--- src/rtl/wb_slave_decode.sv ---
// wb_slave_decode: Wishbone address decoder and response mux for up to 8 register slaves.
// Master side: wb_cyc_i/wb_stb_i/wb_we_i/wb_sel_i/wb_adr_i/wb_dat_i in, wb_dat_o/wb_ack_o/wb_err_o out.
// Slave side: per-slave s_cyc_o/s_stb_o (one-hot or zero), broadcast s_we_o/s_sel_o/s_adr_o/s_dat_o,
// packed s_dat_i plus per-slave s_ack_i/s_err_i in. wb_rst_i is asynchronous and active-low.
module wb_slave_decode #(
  parameter int           C_NUM_SLAVES = 4,
  parameter logic [255:0] C_SLAVE_BASE = '0,
  parameter logic [255:0] C_SLAVE_HIGH = '0,
  parameter int           C_TIMEOUT    = 255
) (
  input  logic                       wb_clk_i,
  input  logic                       wb_rst_i,
  input  logic                       wb_cyc_i,
  input  logic                       wb_stb_i,
  input  logic                       wb_we_i,
  input  logic [3:0]                 wb_sel_i,
  input  logic [31:0]                wb_adr_i,
  input  logic [31:0]                wb_dat_i,
  output logic [31:0]                wb_dat_o,
  output logic                       wb_ack_o,
  output logic                       wb_err_o,
  output logic [C_NUM_SLAVES-1:0]    s_cyc_o,
  output logic [C_NUM_SLAVES-1:0]    s_stb_o,
  output logic                       s_we_o,
  output logic [3:0]                 s_sel_o,
  output logic [31:0]                s_adr_o,
  output logic [31:0]                s_dat_o,
  input  logic [32*C_NUM_SLAVES-1:0] s_dat_i,
  input  logic [C_NUM_SLAVES-1:0]    s_ack_i,
  input  logic [C_NUM_SLAVES-1:0]    s_err_i
);
  typedef enum logic [1:0] {IDLE, BUSY, RESP} state_t;
  state_t                  state_q, state_d;
  logic [C_NUM_SLAVES-1:0] stb_q, stb_d, hit_oh;
  logic                    we_q, we_d, ack_q, ack_d, err_q, err_d;
  logic [3:0]              sel_q, sel_d;
  logic [31:0]             adr_q, adr_d, wdat_q, wdat_d, rdat_q, rdat_d, sel_dat;
  logic [15:0]             cnt_q, cnt_d;
  logic                    sel_ack, sel_err, tmo;
  // Scan from the top index down so the lowest matching window ends up selected.
  always_comb begin
    hit_oh = '0;
    for (int k = C_NUM_SLAVES-1; k >= 0; k--)
      if (C_SLAVE_BASE[32*k +: 32] <= wb_adr_i && wb_adr_i <= C_SLAVE_HIGH[32*k +: 32]) begin
        hit_oh    = '0;
        hit_oh[k] = 1'b1;
      end
  end
  always_comb begin
    sel_dat = '0;
    for (int k = 0; k < C_NUM_SLAVES; k++)
      if (stb_q[k]) sel_dat = s_dat_i[32*k +: 32];
  end
  // Masking with the active strobe ignores responses from slaves that were not addressed.
  assign sel_ack = |(s_ack_i & stb_q);
  assign sel_err = |(s_err_i & stb_q);
  assign tmo     = (C_TIMEOUT != 0) && (cnt_q == 16'(C_TIMEOUT - 1));
  always_comb begin
    state_d = state_q;
    stb_d   = stb_q;
    we_d    = we_q;
    sel_d   = sel_q;
    adr_d   = adr_q;
    wdat_d  = wdat_q;
    rdat_d  = rdat_q;
    cnt_d   = cnt_q;
    ack_d   = 1'b0;
    err_d   = 1'b0;
    case (state_q)
      IDLE: if (wb_cyc_i && wb_stb_i) begin
        we_d    = wb_we_i;
        sel_d   = wb_sel_i;
        adr_d   = wb_adr_i;
        wdat_d  = wb_dat_i;
        stb_d   = hit_oh;
        cnt_d   = '0;
        err_d   = ~|hit_oh;
        state_d = |hit_oh ? BUSY : RESP;
      end
      BUSY: begin
        cnt_d = cnt_q + 16'd1;
        if (!wb_cyc_i) begin
          stb_d   = '0;
          state_d = IDLE;
        end else if (sel_err) begin
          err_d   = 1'b1;
          rdat_d  = '0;
          stb_d   = '0;
          state_d = RESP;
        end else if (sel_ack) begin
          ack_d   = 1'b1;
          rdat_d  = sel_dat;
          stb_d   = '0;
          state_d = RESP;
        end else if (tmo) begin
          err_d   = 1'b1;
          stb_d   = '0;
          state_d = RESP;
        end
      end
      default: state_d = IDLE;
    endcase
  end
  always_ff @(posedge wb_clk_i or negedge wb_rst_i) begin
    if (!wb_rst_i) begin
      state_q <= IDLE;
      stb_q   <= '0;
      we_q    <= 1'b0;
      sel_q   <= '0;
      adr_q   <= '0;
      wdat_q  <= '0;
      rdat_q  <= '0;
      cnt_q   <= '0;
      ack_q   <= 1'b0;
      err_q   <= 1'b0;
    end else begin
      state_q <= state_d;
      stb_q   <= stb_d;
      we_q    <= we_d;
      sel_q   <= sel_d;
      adr_q   <= adr_d;
      wdat_q  <= wdat_d;
      rdat_q  <= rdat_d;
      cnt_q   <= cnt_d;
      ack_q   <= ack_d;
      err_q   <= err_d;
    end
  end
  assign s_cyc_o  = stb_q;
  assign s_stb_o  = stb_q;
  assign s_we_o   = we_q;
  assign s_sel_o  = sel_q;
  assign s_adr_o  = adr_q;
  assign s_dat_o  = wdat_q;
  assign wb_dat_o = rdat_q;
  assign wb_ack_o = ack_q;
  assign wb_err_o = err_q;
endmodule

--- config.mk ---
export PLATFORM = sky130hd
export DESIGN_NAME = wb_slave_decode
export DESIGN_NICKNAME = d
export VERILOG_FILES = /design/src/rtl/wb_slave_decode.sv
export SDC_FILE = /design/constraint.sdc
export NUM_CORES = 1
export LEC_CHECK = 0
export ABC_CLOCK_PERIOD_IN_PS = 1770
export CORE_MARGIN = 4
export CORE_UTILIZATION = 33
export DETAILED_ROUTE_END_ITERATION = 8
export PLACE_DENSITY_LB_ADDON = 0.3
export SLEW_MARGIN = 25
export SYNTH_ARGS = -nofsm -noshare
export SYNTH_HDL_FRONTEND = slang
export SYNTH_SLANG_ARGS = --single-unit
--- constraint.sdc ---
create_clock -name wb_clk_i -period 1.77 [get_ports wb_clk_i]
set_clock_uncertainty 0.05 [all_clocks]
set_input_delay 0.354 -clock wb_clk_i [delete_from_list [all_inputs] [get_ports wb_clk_i]]
set_output_delay 0.354 -clock wb_clk_i [all_outputs]
set_load 0.01 [all_outputs]
======== Word level (Yosys, flattened, before mapping) ========
Index checks and enable logic that the tools add are counted.
operators by class
  bitwise logic cells ..................... 2
  muxes and demuxes ....................... 32
  reduce and logical (&&, ||, !) cells .... 14
  order comparisons ....................... 2
  $add $sub $neg .......................... 1
  equal/unequal tests ..................... 4
operator list
  kind                     count
  $mux W32                 6
  $le A1 B32 Y1 const A    1
  $le A32 B1 Y1 const B    1
  $pmux W16 S2             1
  $mux W4                  5
  $add A16 B1 Y16 const B  1
  $eq A16 B8 Y1 const B    1
  $mux W16                 1
  $mux W2                  6
  $reduce_or A4 Y1         3
  $mux W1                  10
  $and A4 B4 Y4            2
  $pmux W4 S2              1
  $reduce_and A2 Y1        3
  $reduce_and A3 Y1        2
  $ne A5 B5 Y1 const B     1
  $pmux W2 S2              1
  $reduce_bool A2 Y1       2
  $eq A2 B1 Y1 const B     1
  $logic_and A1 B1 Y1      2
  $logic_not A2 Y1         1
  $ne A2 B2 Y1 const B     1
  $pmux W1 S2              1
  $logic_not A1 Y1         1
storage, ports and cells
  bits of input ports ..................... 209
  logic and storage cells ................. 65
  output and inout bits ................... 111
  flip-flop bits (word level) ............. 125

======== Logic depth before layout (Yosys ltp) ========
Gate-level depths: netlist of the first run.
  depth after elaboration ................. 7
  gate-level depth with buffers ........... 6
  gate-level depth less buffers ........... 6

======== Worst setup path before layout of the first run ========
Ideal clock, no wire load.
  path kind ............................... reg2reg
  start ................................... register cnt_q[0]
  end ..................................... register stb_q[0], in the netlist s_cyc_o[0]
  arrival time ............................ 1605 ps
  cell stages (with the launch flop) ...... 7
  setup slack ............................. -9 ps
  path buffers ............................ 0
  setup time .............................. 124 ps
  cell sequence ........................... dfrtp_1 inv_1 ha_1 or4b_4 nor3_4 a31oi_2 a211o_1
on the way
  longest elaborated chain between the ends .. 3
RTL lines
  element                             line  RTL
  start, declared                     38    logic [15:0] cnt_q, cnt_d;
  start signal, assigned              124   cnt_q <= cnt_d;
  $eq A16 B8 Y1                       57    assign tmo = (C_TIMEOUT != 0) && (cnt_q == 16'(C_TIMEOUT - 1));
  $ne A5 B5 Y1 (no source line)       -
  $reduce_and A3 Y1 (no source line)  -
  end signal, assigned                118   stb_q <= stb_d;
  end, declared                       34    logic [C_NUM_SLAVES-1:0] stb_q, stb_d, hit_oh;
Every way passes these cells.
A chain may end at the register's enable or synchronous reset.

======== Worst setup path in the final report of the first run ========
Same ends and word-level chain as after synthesis.

==> results of run 1 <==
==> worst register-to-register path, stage by stage, from the launching register on <==
cell	delay, ps
dfrtp_1	370
inv_1	60
ha_1	140
or4b_4	470
nor3_4	200
a31oi_4	140
a211o_1	330
==> metrics by stage <==
| step | util (%) | instances | total power (uW) |
|---|---|---|---|
| 6_report | 56.6 | 966 | 7860 |
| 2_1_floorplan | - | 528 | 3590 |
| 5_1_grt | 56.6 | 966 | 8240 |
| 4_1_cts | 56.0 | 965 | 7990 |
| 3_3_place_gp | 51.8 | 930 | 4510 |
| 3_5_place_dp | 51.8 | 930 | 4540 |
==> report_power, final <==
part / internal [uW] / switching, uW
Sequential: 3030 / 132
Combinational: 749 / 547
Clock: 2180 / 1220
Total: 5960 / 1900
==> cells by family after synthesis <==
kind of cell	share of synthesized area, %
AOI/OAI and AO/OA	9.62
xor gates and xnor gates	0.176
adders and majority gates	0.502
buffers and inverters	3.79
DFF	61.3
muxes	0.402
other	0.0752
and+or+nand+nor	24.2
==> worst max path at each step <==
| stage | depth (start not counted) | end |
|---|---|---|
| 5_1_grt | 6 | state_q[1] |
| 2_1_floorplan | 6 | s_cyc_o[0] |
| 3_3_place_gp | 7 | state_q[1] |
| 3_5_place_dp | 6 | s_cyc_o[0] |
| 6_report | 6 | s_cyc_o[0] |
| 4_1_cts | 6 | s_cyc_o[0] |
==> cell type report <==
| type | count | area [um2] | share of cell area, % |
|---|---|---|---|
| Timing Repair Buffer | 257 | 2590 | 31.2 |
| Inverter | 6 | 22.5 | 0.271 |
| Clock inverter | 11 | 120 | 1.45 |
| Sequential cell | 122 | 3050 | 36.8 |
| Multi-Input combinational cell | 365 | 1810 | 21.8 |
| Tap cell | 184 | 230 | 2.78 |
| Clock buffer | 21 | 470 | 5.67 |
==> repair_timing <==
item                                    4_1_cts  5_1_grt
endpoints found under the setup margin        7       36
pin swaps                                     1        3
hold endpoints to repair                     15        0
resized for setup                             4       30
hold buffers                                  1        0
setup buffers                                 2        1
==> sequential cells by signal (all words and copies together), names as in the netlist <==
register / count
wb_ack_o: 1
s_cyc_o: 1
state_q: 2
cnt_q: 16
wb_dat_o: 32
wb_err_o: 1
s_dat_o: 32
s_adr_o: 32
s_we_o: 1
s_sel_o: 4
==> Yosys cell counts, types with 3 or more instances <==
| cell type | instances |
|---|---|
| o21ai_0 | 26 |
| buf_1 | 3 |
| dfrtp_1 | 122 |
| nor4_1 | 9 |
| nor2_1 | 4 |
| and3_1 | 5 |
| nand3_1 | 11 |
| o31ai_1 | 3 |
| nand2_1 | 240 |
| buf_2 | 6 |
| buf_4 | 7 |
| a22o_1 | 22 |
| nor3_1 | 3 |
| nand4_1 | 5 |
| inv_1 | 6 |
| and2_1 | 3 |
| clkbuf_1 | 18 |
==> metal layers <==
metal	GRT usage [%]	vias to the layer above	part of all wire, %	routed length, um
li1	-	2214	-	-
met1	21.3	2111	43	6210
met2	25.6	186	47	6730
met3	5.49	21	8.3	1190
met4	6.29	0	2.0	295
met5	0	-	0	0
==> summary.txt, run 1 <==
Status
  – Status: finished with violations
  – Failing checks: negative setup slack

GRT
  – Initial antenna violation count: 0
  – First-pass GRT wire length: ~22 mm
  – Vias in the first global route: roughly 4500
  – Pin count of the biggest net entering global routing: 50
  – Gr ovfl total: 0
  – Gr usage total: around 16%

Timing
  – Fin. Hold Viols: 0
  – Hold slack: roughly 320 ps
  – Fmax: approximately 530 MHz
  – RSZ-0062 raised after global routing: true
  – Final worst slack: -101 ps
  – Clock period minus worst slack: ~1900 ps
  – Final worst path period share: 106%
  – Final Max Tran Viols: 0
  – Final setup fails: 6
  – TNS Setup: -503 ps

Synth
  – Largest area contributor in the netlist: dfrtp_1
  – FF+latch count, synth: 122
  – Most used DFF post-synth: dfrtp_1
  – EDFF count, synth: 0
  – Unique masters post-synth: 40
  – Synth warn: 0
  – Netlist Area Pre-Place: about 5000 um2
  – Synth top area cells: dfrtp_1, nand2_1, a22o_1
  – Asr flop ratio synth: 100%
  – Mean Syn Cell Area: between 9 and 10 um2
  – Top cell type's share of synthesized area: 61.3%
  – Seq/Total Area, Yosys: between 60% and 70%
  – Gate count after technology mapping: 523

Critical path
  – CP Max Fanout: 3
  – Reg2Reg Capture Point: s_cyc_o[0]
  – Critical R2R Launch: cnt_q[0]
  – CP peak stage delay: approximately 470 ps
  – Worst Path Required: roughly 2000 ps
  – CP bufs+invs: 1
  – Critical path type: reg -> reg
  – CP Launch Point: cnt_q[0]
  – Slowest stage cell, crit path: or4b_4
  – Worst reg2reg setup slack: -100 ps
  – Delay-heaviest family, CP: simple AND/OR/NAND/NOR gates
  – Cell Chain, Critical Path: inv_1 -> ha_1 -> or4b_4 -> nor3_4 -> a31oi_4 -> a211o_1
  – Critical path arrival: 2110 ps
  – CP endpoint kind: flop
  – Reg2Reg Depth: 6
  – CP Launch Type: flop

Detailed routing
  – WL/cell: around 15 um
  – DRC Markers: 0
  – Via count: 4532
  – Number of routed nets with antenna violations: 0
  – Initial detailed-routing violation count: 262
  – WL final: 14.4 mm
  – First-pass DRT Iterations: 4
  – Via density: 4.69

Die
  – Std cell rows: 44
  – Die width: approximately 130 um
  – I/O pins: 320
  – Initial Utilization: approximately 34%
  – Core box area: approximately 15000 um2
  – Die ar.: about 17000 um2
  – Die Y: between 100 and 150 um

Clock network
  – Root Driver: clkbuf_16
  – H-tree levels: 4
  – CTS clk-pin slew, worst paths: around 60 ps
  – TritonCTS Sinks: ~120
  – CTS tree: yes
  – CTS Buf Count: 17
  – Clock Path Buffers: 2
  – Skew-Pair Late Insertion Delay: roughly 400 ps

Finish
  – Fin area: between 8000 and 9000 um2
  – Commonest non-fill, non-tap cell in the layout: nand2_1
  – Antenna diodes: 0
  – Share of post-route cells with drive strength above 1: ~11%
  – Most frequent cells in the layout: nand2_1, clkdlybuf4s50_1, dfrtp_1, buf_4, o21ai_0
  – Fin nets: 980
  – Area Growth Syn to Fin: 66.5%
  – Fillers: about 1300

Place
  – Dpl ws: -414 ps
  – Detailed placer's ending HPWL: approximately 10 mm
  – Placer Congestion: roughly 0.87
  – Placed cell area: between 7000 and 8000 um2
  – IO buf count: 211

Power
  – P_leak: 0.00417 uW
  – Power Dens Cells: 947 nW/um2
  – Peak supply drop: between 700 and 800 uV

Hold path
  – HP Class: in -> async

Flow run
  – Max-cap violations: 0
(Power assumes the default switching activity.)
==> run 2: changes to the inputs <==
--- a/config.mk
+++ b/config.mk
@@ -11,2 +11,3 @@
 export DETAILED_ROUTE_END_ITERATION = 8
+export GPL_TIMING_DRIVEN = 0
 export PLACE_DENSITY_LB_ADDON = 0.3
--- a/constraint.sdc
+++ b/constraint.sdc
@@ -4,2 +4,2 @@
 set_output_delay 0.354 -clock wb_clk_i [all_outputs]
-set_load 0.01 [all_outputs]
+set_load 0.005 [all_outputs]
==> run 2 against run 1 <==
Sequential share of layout area is 1.1 points higher. Hold slack gained 89 ps. The flow still finishes with violations (negative setup slack). Fmax increased by 1.3%. First-iteration DRC count shrank 45%. Critical path type unchanged. Sequential cell count did not move. Setup slack better by 25 ps. Final area shrank 2.8%. Total power is 3.2% lower. Global-route usage increased by 0.60 points. Cell count down 0.52%. Combinational power fell by 9%. Largest cell class unchanged.
==> summary.txt, run 2 (same netlist as run 1, synthesis figures left out) <==
Clock network
  – CTS Buf Count: 17 (unchanged)
  – TritonCTS Sinks: 122 (unchanged)
  – Clock Path Buffers: 2 (unchanged)
  – CTS clk-pin slew, worst paths: 50 ps (about the same)
  – CTS tree: yes
  – Skew-Pair Late Insertion Delay: 410 ps (about the same)
  – Root Driver: clkbuf_16
  – H-tree levels: 4 (unchanged)

Place
  – Placer Congestion: 0.812 (-6.9%)
  – Dpl ws: -714 ps (-300 ps)
  – Detailed placer's ending HPWL: 10.8 mm (+5.1%)
  – IO buf count: 211 (unchanged)

Finish
  – Area Growth Syn to Fin: 61.7%
  – Multi-input logic area: 1800 um2 (-0.28%)
  – FF/Latch Area: 3050 um2 (about the same)
  – Most frequent cells in the layout: nand2_1, clkdlybuf4s50_1, dfrtp_1, o21ai_0, a22o_1
  – Fin nets: 976 (-0.41%)
  – Fillers: 1316 (+5.3%)
  – Share of post-route cells with drive strength above 1: 9.01% (-2.2 points)
  – Commonest non-fill, non-tap cell in the layout: nand2_1
  – Antenna diodes: 0 (unchanged)
  – Final Util: 55.0% (-1.6 points)

Critical path
  – CP peak stage delay: 470 ps (about the same)
  – Worst Path Required: 2010 ps (about the same)
  – CP endpoint kind: flop
  – Critical path arrival: 2080 ps (-30 ps)
  – Cell Chain, Critical Path: inv_1 -> ha_1 -> or4b_4 -> nor3_4 -> a31oi_4 -> a211o_1
  – Slowest stage cell, crit path: or4b_4
  – Critical path type: reg -> reg
  – CP Max Fanout: 3 (unchanged)
  – CP Launch Type: flop
  – Reg2Reg Depth: 6 (unchanged)

Die
  – I/O pins: 320 (unchanged)
  – Initial Utilization: 34.0% (unchanged)
  – Die width: 131 um (unchanged)
  – Die Y: 131 um (unchanged)
  – Core box area: 14600 um2 (unchanged)
  – Std cell rows: 44 (unchanged)
  – Die ar.: 17100 um2 (unchanged)

GRT
  – Gr ovfl total: 0 (unchanged)
  – First-pass GRT wire length: 22.8 mm (+2.1%)
  – Initial antenna violation count: 0 (unchanged)
  – Pin count of the biggest net entering global routing: 68 (+36%)
  – Gr usage total: 17.0% (+0.60 points)
  – Vias in the first global route: 4533 (+1.8%)

Power
  – Clock power share: 42.8% (-0.4 points)
  – Comb pwr share: 15.6% (-0.9 points)
  – Switching Share: 23.2% (-0.91 points)
  – Cell-internal power: 5840 uW (-2.0%)
  – P_sw: 1770 uW (-6.8%)
  – Tot Pwr: 7610 uW (-3.2%)
  – Part of the power in registers: 41.7% (+1.4 points)
  – P_leak: 0.00377 uW (-9.6%)
  – Power Dens Cells: 944 nW/um2 (-0.33%)
  – Peak supply drop: 598 uV (-15%)

Detailed routing
  – Via count: 4580 (+1.1%)
  – DRC Markers: 0 (unchanged)
  – Initial detailed-routing violation count: 145 (-45%)
  – Via density: 4.77 (+1.6%)
  – WL final: 14.7 mm (+2.2%)
  – WL/cell: 15.3 um (+2.7%)
  – First-pass DRT Iterations: 4 (unchanged)
  – Number of routed nets with antenna violations: 0 (unchanged)

Timing
  – Final setup fails: 3 (-3)
  – Fmax: 542 MHz (+1.3%)
  – Max_slew headroom: about two thirds
  – RSZ-0062 raised after global routing: true
  – Hold slack: 412 ps (+88.9 ps)
  – Worst-Margin Slew: 503 ps
  – Final worst path period share: 104% (-1.4 points)
  – Final Max Tran Viols: 0 (unchanged)
  – Clock period minus worst slack: 1850 ps (-24.6 ps)
  – Fin. Hold Viols: 0 (unchanged)
  – Final worst slack: -76.0 ps (+24.6 ps)
  – TNS Setup: -148 ps (+355 ps)

Flow run
  – Max-cap violations: 0 (unchanged)

Hold path
  – HP Class: in -> async

Status
  – Status: finished with violations
  – Failing checks: negative setup slack
==> run 2: cell types whose count changed in the layout (fill, tap and decap cells not counted), sizes merged <==
cell,change
buf,-23
clkinv,-3
clkinvlp,-1
dlymetal6s2s,-23
bufinv,-1
dlygate4sd2,-1
clkbuf,+23
clkdlybuf4s50,+24
==> run 2: timing repair <==
action | 4_1_cts | 5_1_grt
buffers inserted | 6 | 0
endpoints found under the setup margin | 114 | 101
hold buffers | 1 | 0
pin swaps | 6 | 3
hold endpoints to repair | 55 | 0
resized for setup | 17 | 17
==> run 2: layer usage <==
layer  GRT usage (%)  vias to the layer above  part of all wire, %
met5               0                        -                    0
met1            21.5                     2172                   41
met2            26.7                      188                   47
li1                -                     2201                    -
met4            6.41                        0                  1.5
met3            6.38                       19                  9.8
==> run 2: critical path: cells and delay by family, from the launching register on <==
family,cells,cell delay (ps)
AND/OR/NAND/NOR,2,660
AO/OA/AOI/OAI,2,430
flip-flops,1,370
adder cells (fa/ha/maj),1,140
buffers and inverters,1,60
==> run 2: final cells by class <==
class,instances,share of cell area (%)
Buffer,34,2.34
Clock buffer,25,6.15
Clock inverter,6,0.792
Inverter,6,0.279
Multi-Input combinational cell,365,22.4
Sequential cell,122,37.9
Tap cell,184,2.86
Timing Repair Buffer,219,27.3
==> run 2: through the flow <==
step	cells	cell area, um2
detailed placement	924	7380
global placement	923	7340
floorplan	528	5000
CTS	962	8040
finish	961	8060
global route	961	8060
==> run 2: power by group through the flow <==
stage	registers, uW	clock network (uW)	logic, uW
finish	3170	3250	1180
global route	3200	3480	1300
global placement	3210	0	1160
CTS	3170	3330	1200
floorplan	3230	0	263
detailed placement	3220	0	1190
==> run 2: worst paths after layout <==
kind,start,to,slack [ps]
min reg2reg,s_dat_o[9],s_dat_o[9],420
min,wb_rst_i,s_adr_o[0],410
max,cnt_q[0],s_cyc_o[0],-80
max in group asynchronous,wb_rst_i,s_cyc_o[0],570
min in group wb_clk_i,s_dat_o[9],s_dat_o[9],420
max reg2reg,cnt_q[0],s_cyc_o[0],-80
